$ cat src/rtl/stop_watch_ctrl.sv
// Stopwatch mode sequencer: sync + sample-debounce + edge detect on two buttons, 5-state Moore FSM.
// Internal press pulse to outputs in 1 cycle; raw press to pulse at most 2*DEB_CNT+3 cycles; no backpressure.
module stop_watch_ctrl #(
  parameter int DEB_CNT = 100_000
) (
  input  logic       clk,
  input  logic       reset_n,
  input  logic       btn_start,
  input  logic       btn_lap,
  output logic       run_en,
  output logic       clear,
  output logic       lap_load,
  output logic       disp_lap,
  output logic [2:0] state,
  output logic [1:0] led
);

  localparam int CW = (DEB_CNT > 1) ? $clog2(DEB_CNT) : 1;

  typedef enum logic [2:0] {
    IDLE      = 3'd0,
    RUN       = 3'd1,
    PAUSE     = 3'd2,
    LAP_RUN   = 3'd3,
    LAP_PAUSE = 3'd4
  } st_t;

  logic [CW-1:0] tmr;
  logic          tick;
  logic [1:0]    btn_raw;
  logic [1:0]    sync1;
  logic [1:0]    sync2;
  logic [1:0]    press;   // bit 0: p_start, bit 1: p_lap
  logic          p_start;
  logic          p_lap;

  st_t  st_q;
  st_t  st_d;
  logic clr_d;
  logic ld_d;

  assign tick    = (tmr == CW'(DEB_CNT - 1));
  assign btn_raw = {btn_lap, btn_start};

  always_ff @(posedge clk or negedge reset_n) begin
    if (!reset_n) begin
      tmr   <= '0;
      sync1 <= '0;
      sync2 <= '0;
    end else begin
      tmr   <= tick ? '0 : tmr + 1'b1;
      sync1 <= btn_raw;
      sync2 <= sync1;
    end
  end

  // A level is accepted only once two consecutive sample ticks agree on it.
  for (genvar i = 0; i < 2; i++) begin : g_deb
    logic [1:0] hist;
    logic       deb;
    logic       deb_q;

    always_ff @(posedge clk or negedge reset_n) begin
      if (!reset_n) begin
        hist  <= '0;
        deb   <= 1'b0;
        deb_q <= 1'b0;
      end else begin
        if (tick) begin
          hist <= {hist[0], sync2[i]};
        end
        if (hist[1] == hist[0]) begin
          deb <= hist[0];
        end
        deb_q <= deb;
      end
    end

    assign press[i] = deb & ~deb_q;
  end

  assign p_start = press[0];
  assign p_lap   = press[1];

  always_ff @(posedge clk or negedge reset_n) begin
    if (!reset_n) begin
      st_q     <= IDLE;
      clear    <= 1'b0;
      lap_load <= 1'b0;
    end else begin
      st_q     <= st_d;
      clear    <= clr_d;
      lap_load <= ld_d;
    end
  end

  // p_start is tested first everywhere, so it wins over a coincident p_lap.
  always_comb begin
    st_d  = st_q;
    clr_d = 1'b0;
    ld_d  = 1'b0;
    case (st_q)
      IDLE: begin
        if (p_start) st_d = RUN;
      end
      RUN: begin
        if (p_start) begin
          st_d = PAUSE;
        end else if (p_lap) begin
          st_d = LAP_RUN;
          ld_d = 1'b1;
        end
      end
      PAUSE: begin
        if (p_start) begin
          st_d = RUN;
        end else if (p_lap) begin
          st_d  = IDLE;
          clr_d = 1'b1;
        end
      end
      LAP_RUN: begin
        if (p_start)    st_d = LAP_PAUSE;
        else if (p_lap) st_d = RUN;
      end
      LAP_PAUSE: begin
        if (p_start)    st_d = LAP_RUN;
        else if (p_lap) st_d = PAUSE;
      end
      default: st_d = IDLE;
    endcase
  end

  assign run_en   = (st_q == RUN) || (st_q == LAP_RUN);
  assign disp_lap = (st_q == LAP_RUN) || (st_q == LAP_PAUSE);
  assign state    = st_q;
  assign led      = {disp_lap, run_en};

endmodule

$ cat config.mk
export PLATFORM = sky130hd
export DESIGN_NAME = stop_watch_ctrl
export DESIGN_NICKNAME = d
export VERILOG_FILES = /design/src/rtl/stop_watch_ctrl.sv
export SDC_FILE = /design/constraint.sdc
export NUM_CORES = 1
export LEC_CHECK = 0
export ABC_AREA = 1
export BUFFER_PORTS_ARGS = -buffer_cell sky130_fd_sc_hd__buf_2
export CAP_MARGIN = 20
export CELL_PAD_IN_SITES_DETAIL_PLACEMENT = 0
export CELL_PAD_IN_SITES_GLOBAL_PLACEMENT = 1
export CORE_UTILIZATION = 44
export CTS_CLUSTER_DIAMETER = 200
export DETAILED_ROUTE_END_ITERATION = 12
export PLACE_DENSITY_LB_ADDON = 0.15
export SLEW_MARGIN = 20
export SYNTH_ARGS = -nofsm -noshare
export SYNTH_HDL_FRONTEND = slang
export SYNTH_SLANG_ARGS = --single-unit
$ cat constraint.sdc
create_clock -name clk -period 1.4 [get_ports clk]
set_input_delay 0.28 -clock clk [delete_from_list [all_inputs] [get_ports clk]]
set_output_delay 0.28 -clock clk [all_outputs]
set_load 0.02 [all_outputs]
After elaboration in Yosys (flattened, before gate mapping)
Index checks and enable logic that the tools add are counted.

Reductions and logical operators: 4. Bitwise gates (word level): 4. Eq/ne operators: 12. Multiplexer cells: 15. Add/subtract/negate cells: 1.

Operators with widths (count): $mux W3 (9); $add A17 B1 Y17 const B (1); $eq A17 B17 Y1 const B (1); $mux W17 (1); $pmux W3 S5 (1); $ne A3 B3 Y1 const B (4); $eq A3 B2 Y1 const B (2); $reduce_and A5 Y1 (1); $mux W1 (4); $eq A3 B1 Y1 const B (1); $eq A3 B3 Y1 const B (1); $logic_not A3 Y1 (1); $and A1 B1 Y1 (2); $eq A1 B1 Y1 (2); $logic_or A1 B1 Y1 (2); $ne A2 B2 Y1 const B (1); $not A1 Y1 (2).

Output and inout port bits: 9. Bits of input ports: 4. Bits in registers: 34.

Logic depth before layout (Yosys ltp)
Gate-level depths: netlist of the first run.

Depth in word-level cells: 5. Depth in mapped cells: 9.

Worst setup path before layout of the first run
OpenSTA, ideal clock, no wires.

Path type: register to output. Start: register st_q[0] (netlist: state[0]). End: output port led[1]. Slack: -0.339 ns. Buffers on the path: 1. Required time: 1.120 ns. Arrival time: 1.459 ns. Cell stages (with the launch flop): 6. Cells stage by stage: dfrtp_1 inv_1 nor2_1 nand2_1 nand2_1 buf_4.

Cells in the longest elaborated chain, start to end: 2. Elaborated cells between the ends (all ways): 3. Classes of those cells: eq/ne: 2; reduce/logical: 1.

RTL lines: start, declared (line 37) `st_t st_q;`; start signal, assigned (line 91) `st_q <= st_d;`; $eq A3 B2 Y1 / $eq A3 B3 Y1 (equally long branches) (line 135) `assign disp_lap = (st_q == LAP_RUN) || (st_q == LAP_PAUSE);`; $logic_or A1 B1 Y1 (*) (line 135); end, declared (line 15) `output logic [1:0] led`.

Every way passes the cells marked *; elsewhere a longest branch is shown, timed or not.

Final worst setup path of the first run
Start: register st_q[2] (netlist: state[2]). End: output port led[1].

Same word-level chain as after synthesis.

==> impl_metrics.toml, run 1 <==
[route]
vias_per_cell = 4.658
drtPass1Iterations = 4
drtIter0Drc = 49
drc = 0
wirelength_mm = 3.209
wire_per_inst_um = 11.54
vias = 1295
ant_nets = 0

[logic_synthesis]
synth_top_family_by_area = "simple AND/OR/NAND/NOR gates"
ys_seq_area_share_pct = 50.60
synth_area_mm2 = 0.001682
syn_area_per_cell_um2 = 8.493
synth_cell_type_count = 23
post_synth_xor_xnor_area_pct = 4.687
synth-edff-count = 0
syn-instance-count = 198
yosys_most_used_dff = "dfrtp_1"
synth_simple_gate_area_share_pct = 32.66
async_flop_share_pct = 100.0
synth_warnings = 0
post_synth_mux_area_share_pct = 0
syn-num-nets = 203
synthesis_stage_register_bit_count = 34
post_synth_fa_ha_maj_area_fraction_pct = 1.935
synth_compound_area_share_pct = 2.530

[power]
cellLeakagePower_nw = 1.111
irDropWorstVdd_mv = 0.5582
powerDensity_mw_per_mm2 = 925.5

[run_status]
run_status = "finished with violations"
failed_checks = "setup timing"

[sta]
grt_setup_unrepaired = "yes"
final.setup_skew_ps = 5.672
setup-tns-final_ps = -101.1
timing_max_transition_violations_final = 0
worst_slew_pin_slew_ps = 415.2
postLayoutSetupSlackWorst_ps = -19.19
relSlewSlack_pct = 72.32
max_clock_freq_mhz = 704.6
setup-violations-final = 14
final-hold-violation-count = 0
timing.final.crit_share_pct = 101.4
finalWorstPathRequiredPeriod_ps = 1419

[grt]
maximum_number_of_pins_on_one_net_before_global_route_repair = 19
grt_antenna_before_repair = 0
grt.overflow.total = 0
vias_in_the_first_global_route = 1284
grt_usage_pct = 18.18
grt_pass1_wl_mm = 5.602

[min_path]
holdCritStartpoint = "btn_start"
holdCritPathClass = "in2reg"

[clock_network]
cts_root_buffer = "clkbuf_8"
cts_tree = "built"
cts.sink_count = 34
clk_path_buf_depth = 2
clkLatencyLatePin_ps = 280
total_clock_buffers_created_by_cts = 5
htree_num_levels = 2
clk_pin_slew_ps = 70

[final_layout]
regArea_um2 = 853.3
finish.net_count = 234
final_cells = 278
area_growth_syn_to_layout_pct = 24.78
layout-drive-gt1-share_pct = 29.57
final_common_cell = "nand2_1"
antenna_cells = 0
nFillCells = 340
most-common-layout-cells = "42 x nand2_1, 32 x dfrtp_1, 27 x nor2_1"
area_of_combinational_cells_with_multiple_inputs_um2 = 738.2

[place]
placedCellCount = 260
dp_hpwl_mm = 2.241
gp_routability_congestion = 0.7580
place_worst_setup_slack_ps = 20.76
numPortBuffers = 12

[setup_path]
r2r_start = "tmr[0]$_DFF_PN0_"
worst-endpoint-required_ps = 1120
endpoint_kind = "primary output"
worst-setup-path-type = "reg2out"
critical_path.max_fanout = 3
critPathArrivalTime_ps = 1140
setup.worst_path.start_class = "register"
worstSetupStartpoint = "state[2]$_DFFE_PN0P_"

[die]
initial_utilization_pct = 45.93
fp.dieH_um = 63.82
fp.dieW_um = 63.82
placementRows = 22
core-area_mm2 = 0.003661
design.die.area_mm2 = 0.004073
io_pins = 13

[job]
max_cap_viol_count = 0
-- cell usage after synthesis (all sizes together), types with 2 or more instances --
cell type | n | share of area, %
maj3 | 2 | 1.2
nand2 | 54 | 13
nand4 | 3 | 1.1
nand3 | 17 | 6.0
nor3 | 2 | 0.60
o21ai | 5 | 1.5
buf | 2 | 0.89
xor2 | 9 | 4.7
nor2 | 36 | 11
dfrtp | 34 | 51
inv | 30 | 6.7
-- cell families (layout without fill, tap and decap cells) --
kind of cell / Yosys count / in the layout
buffers and inverters: 32 / 64
flip-flops: 34 / 34
AO/OA/AOI/OAI: 7 / 7
AND/OR/NAND/NOR: 113 / 113
adder cells (fa/ha/maj): 3 / 3
XOR/XNOR: 9 / 9
-- timing repair --
| action | 4_1_cts | 5_1_grt |
|---|---|---|
| hold endpoints to repair | 16 | 0 |
| setup buffers | 5 | 4 |
| hold buffers | 1 | 0 |
| endpoints found under the setup margin | 2 | 16 |
| gates resized for setup | 6 | 17 |
| pin swaps | 0 | 8 |
-- critical path, stage by stage, from the launching register on --
cell,delay [ps]
dfrtp_2,440
nor2_4,140
nand2_2,70
nand2_2,80
buf_6,120
-- area by class of cell --
cell class,count,area share [%]
clock buffer,7,4.114
clock inverter,1,1.431
inverter,30,5.605
multi-input combinational,132,35.18
sequential,34,40.67
tap,48,2.862
timing repair buffer,26,10.14
-- stage by stage --
step | power [W] | util (%) | hold slack, ps | instance area (µm²)
after CTS | 0.001971 | 54.85 | 91.99 | 2008
after global routing | 0.002023 | 57.31 | 86.49 | 2098
after global placement | 0.001035 | 49.93 | 228.7 | 1828
final | 0.001942 | 57.31 | 102.2 | 2098
after detailed placement | 0.001037 | 49.93 | 240.0 | 1828
after floorplan | 0.001008 | - | -15.59 | 1693
-- registers in the layout (all words and copies together), names as in the netlist --
| register | cells |
|---|---|
| g_deb.deb_q | 2 |
| g_deb.deb | 2 |
| lap_load | 1 |
| g_deb.hist | 4 |
| tmr | 17 |
| clear | 1 |
| sync2 | 2 |
| sync1 | 2 |
| state | 3 |
-- report_power, final --
part           total [W]  switching, W  internal, W
combinational  0.0000287     0.0000204   0.00000832
clock           0.000924      0.000344     0.000580
sequential      0.000989    0.00000148     0.000988
-- layer usage --
metal | routed length, µm | GRT usage [%] | vias up
li1 | - | - | 664
met1 | 1445 | 21.24 | 601
met2 | 1603 | 30.32 | 23
met3 | 93 | 5.357 | 7
met4 | 67 | 8.807 | 0
met5 | 0 | 0 | -
-- worst paths after layout --
path | end | slack (ps) | cells after the start
setup reg to reg | tmr[5]$_DFF_PN0_ | -10 | 7
hold / removal | sync1[0]$_DFF_PN0_ | 100 | 1
min in group asynchronous | clear$_DFF_PN0_ | 460 | 2
setup / recovery | led[1] | -20 | 4
max in group asynchronous | g_deb[1].hist[0]$_DFFE_PN0N_ | 450 | 3
hold reg to reg | sync2[0]$_DFF_PN0_ | 360 | 0
No activity file was read; power rests on OpenSTA's default activity.
==> inputs of run 2 (changes only) <==
--- a/config.mk
+++ b/config.mk
@@ -8,9 +8,7 @@
 export ABC_AREA = 1
 export BUFFER_PORTS_ARGS = -buffer_cell sky130_fd_sc_hd__buf_2
 export CAP_MARGIN = 20
-export CELL_PAD_IN_SITES_DETAIL_PLACEMENT = 0
-export CELL_PAD_IN_SITES_GLOBAL_PLACEMENT = 1
-export CORE_UTILIZATION = 44
+export CORE_UTILIZATION = 50
 export CTS_CLUSTER_DIAMETER = 200
 export DETAILED_ROUTE_END_ITERATION = 12
 export PLACE_DENSITY_LB_ADDON = 0.15
==> impl_metrics.toml, run 2 (synthesized netlist as in run 1, its figures left out) <==
[clock_network]
htree_num_levels = 2
cts.sink_count = 34
cts_root_buffer = "clkbuf_4"
clk_pin_slew_ps = 100
total_clock_buffers_created_by_cts = 5
cts_tree = "built"
clkLatencyLatePin_ps = 340
clk_path_buf_depth = 2

[setup_path]
cp-endpoint = "disp_lap"
r2r-end = "g_deb[1].hist[0]$_DFFE_PN0N_"
setup.worst_path.start_class = "register"
worstSetupStartpoint = "state[2]$_DFFE_PN0P_"
worst-endpoint-required_ps = 1120
r2r_start = "tmr[0]$_DFF_PN0_"
critPathArrivalTime_ps = 1200
endpoint_kind = "primary output"
worst_reg_to_reg_cells = 8
critical_path.max_fanout = 4
worst-setup-path-type = "reg2out"
timing.reg2reg.setup_slack_ps = 50

[grt]
maximum_number_of_pins_on_one_net_before_global_route_repair = 35
grt.overflow.total = 0
grt_antenna_before_repair = 0
vias_in_the_first_global_route = 1202
grt_usage_pct = 19.41
grt_pass1_wl_mm = 4.968

[final_layout]
final_common_cell = "nand2_1"
final_cell_area_mm2 = 0.002062
largest_register = "tmr"
antenna_cells = 0
largest_register_ff_count = 17
most-common-layout-cells = "38 x nand2_1, 32 x dfrtp_1, 27 x nor2_1"
final_cells = 272
finish.net_count = 232
layout-drive-gt1-share_pct = 30.70
area_growth_syn_to_layout_pct = 22.62
final_standard_cell_utilization_of_the_core_pct = 65.92

[sta]
setup-violations-final = 3
relSlewSlack_pct = 71.88
max_clock_freq_mhz = 677.8
finalWorstPathRequiredPeriod_ps = 1475
final.setup_skew_ps = 12.65
worst_slew_pin_slew_ps = 421.8
timing_max_transition_violations_final = 0
grt_setup_unrepaired = "yes"
final.hold.worst_slack_ps = 50.50
timing.final.crit_share_pct = 105.4
final-hold-violation-count = 0
postLayoutSetupSlackWorst_ps = -75.26

[place]
dp_hpwl_mm = 2.111
gp_routability_congestion = 0.8655
placedCellCount = 254
post_dp_cell_area_mm2 = 0.001808
numPortBuffers = 12

[route]
ant_nets = 0
vias_per_cell = 4.728
wirelength_mm = 3.031
drc = 0
drtIter0Drc = 62
wire_per_inst_um = 11.14
vias = 1286
drtPass1Iterations = 4

[die]
design.die.area_mm2 = 0.003599
initial_utilization_pct = 53.76
placementRows = 20
core-area_mm2 = 0.003128
fp.dieH_um = 60.00
fp.dieW_um = 60.00
io_pins = 13

[min_path]
holdCritPathClass = "in2reg"
worst_hold_path.num_cells = 1

[power]
powerDensity_mw_per_mm2 = 851.8
irDropWorstVdd_mv = 0.6309
cellLeakagePower_nw = 1.090
post-layout-total-power_w = 0.001756

[run_status]
failed_checks = "setup timing"
run_status = "finished with violations"

[job]
max_cap_viol_count = 0
[run 2: changes by cell type in the layout (fill, tap and decap cells not counted), sizes merged]
cell / before / now
buf: 25 / 23
[run 2: how the worst min path moves through the flow]
stage	start	to	slack, ps
finish	btn_lap	sync1[1]$_DFF_PN0_	50
CTS	btn_lap	sync1[1]$_DFF_PN0_	30
global route	btn_lap	sync1[1]$_DFF_PN0_	20
detailed placement	reset_n	tmr[7]$_DFF_PN0_	330
global placement	reset_n	tmr[7]$_DFF_PN0_	330
floorplan	reset_n	clear$_DFF_PN0_	-20
[run 2: area by class of cell]
cell class / count / area [µm²]
Timing Repair Buffer: 24 / 183.9
Clock inverter: 1 / 30.03
Tap cell: 44 / 55.05
Sequential cell: 34 / 853.3
Multi-Input combinational cell: 132 / 767.0
Fill cell: 267 / 1066
Inverter: 30 / 117.6
Clock buffer: 7 / 55.05
[run 2: where the power goes]
part / switching [W] / internal, W
clock network: 0.000316 / 0.000426
logic: 0.0000191 / 0.00000654
registers: 0.00000132 / 0.000987
[run 2: what timing repair did]
action / in CTS / in global routing
buffers inserted: 5 / 4
endpoints found under the hold margin: 34 / 0
gates cloned: 0 / 0
endpoints found under the setup margin: 4 / 22
pin swaps: 2 / 4
gates resized for setup: 13 / 16
hold buffers: 1 / 0
[run 2: worst max-delay path, stage by stage, from the launching register on]
cell and delay (ps):
dfrtp_2 450, nor2_4 150, nand2_2 70, nand2_2 80, buf_6 120
[run 2: metrics by stage]
step | worst slack, ps | TNS [ps]
2_1_floorplan | 10.50 | 0
3_3_place_gp | 87.47 | 0
3_5_place_dp | 19.68 | 0
4_1_cts | -85.61 | -194.1
5_1_grt | -140.8 | -536.7
6_report | -75.26 | -153.8
[run 2: metal layers]
metal / vias up / global-route usage (%) / routed length (µm)
met5: - / 0 / 0
met4: 0 / 11.63 / 62
met3: 7 / 5.411 / 93
met2: 24 / 31.11 / 1476
met1: 589 / 23.12 / 1398
li1: 666 / - / -
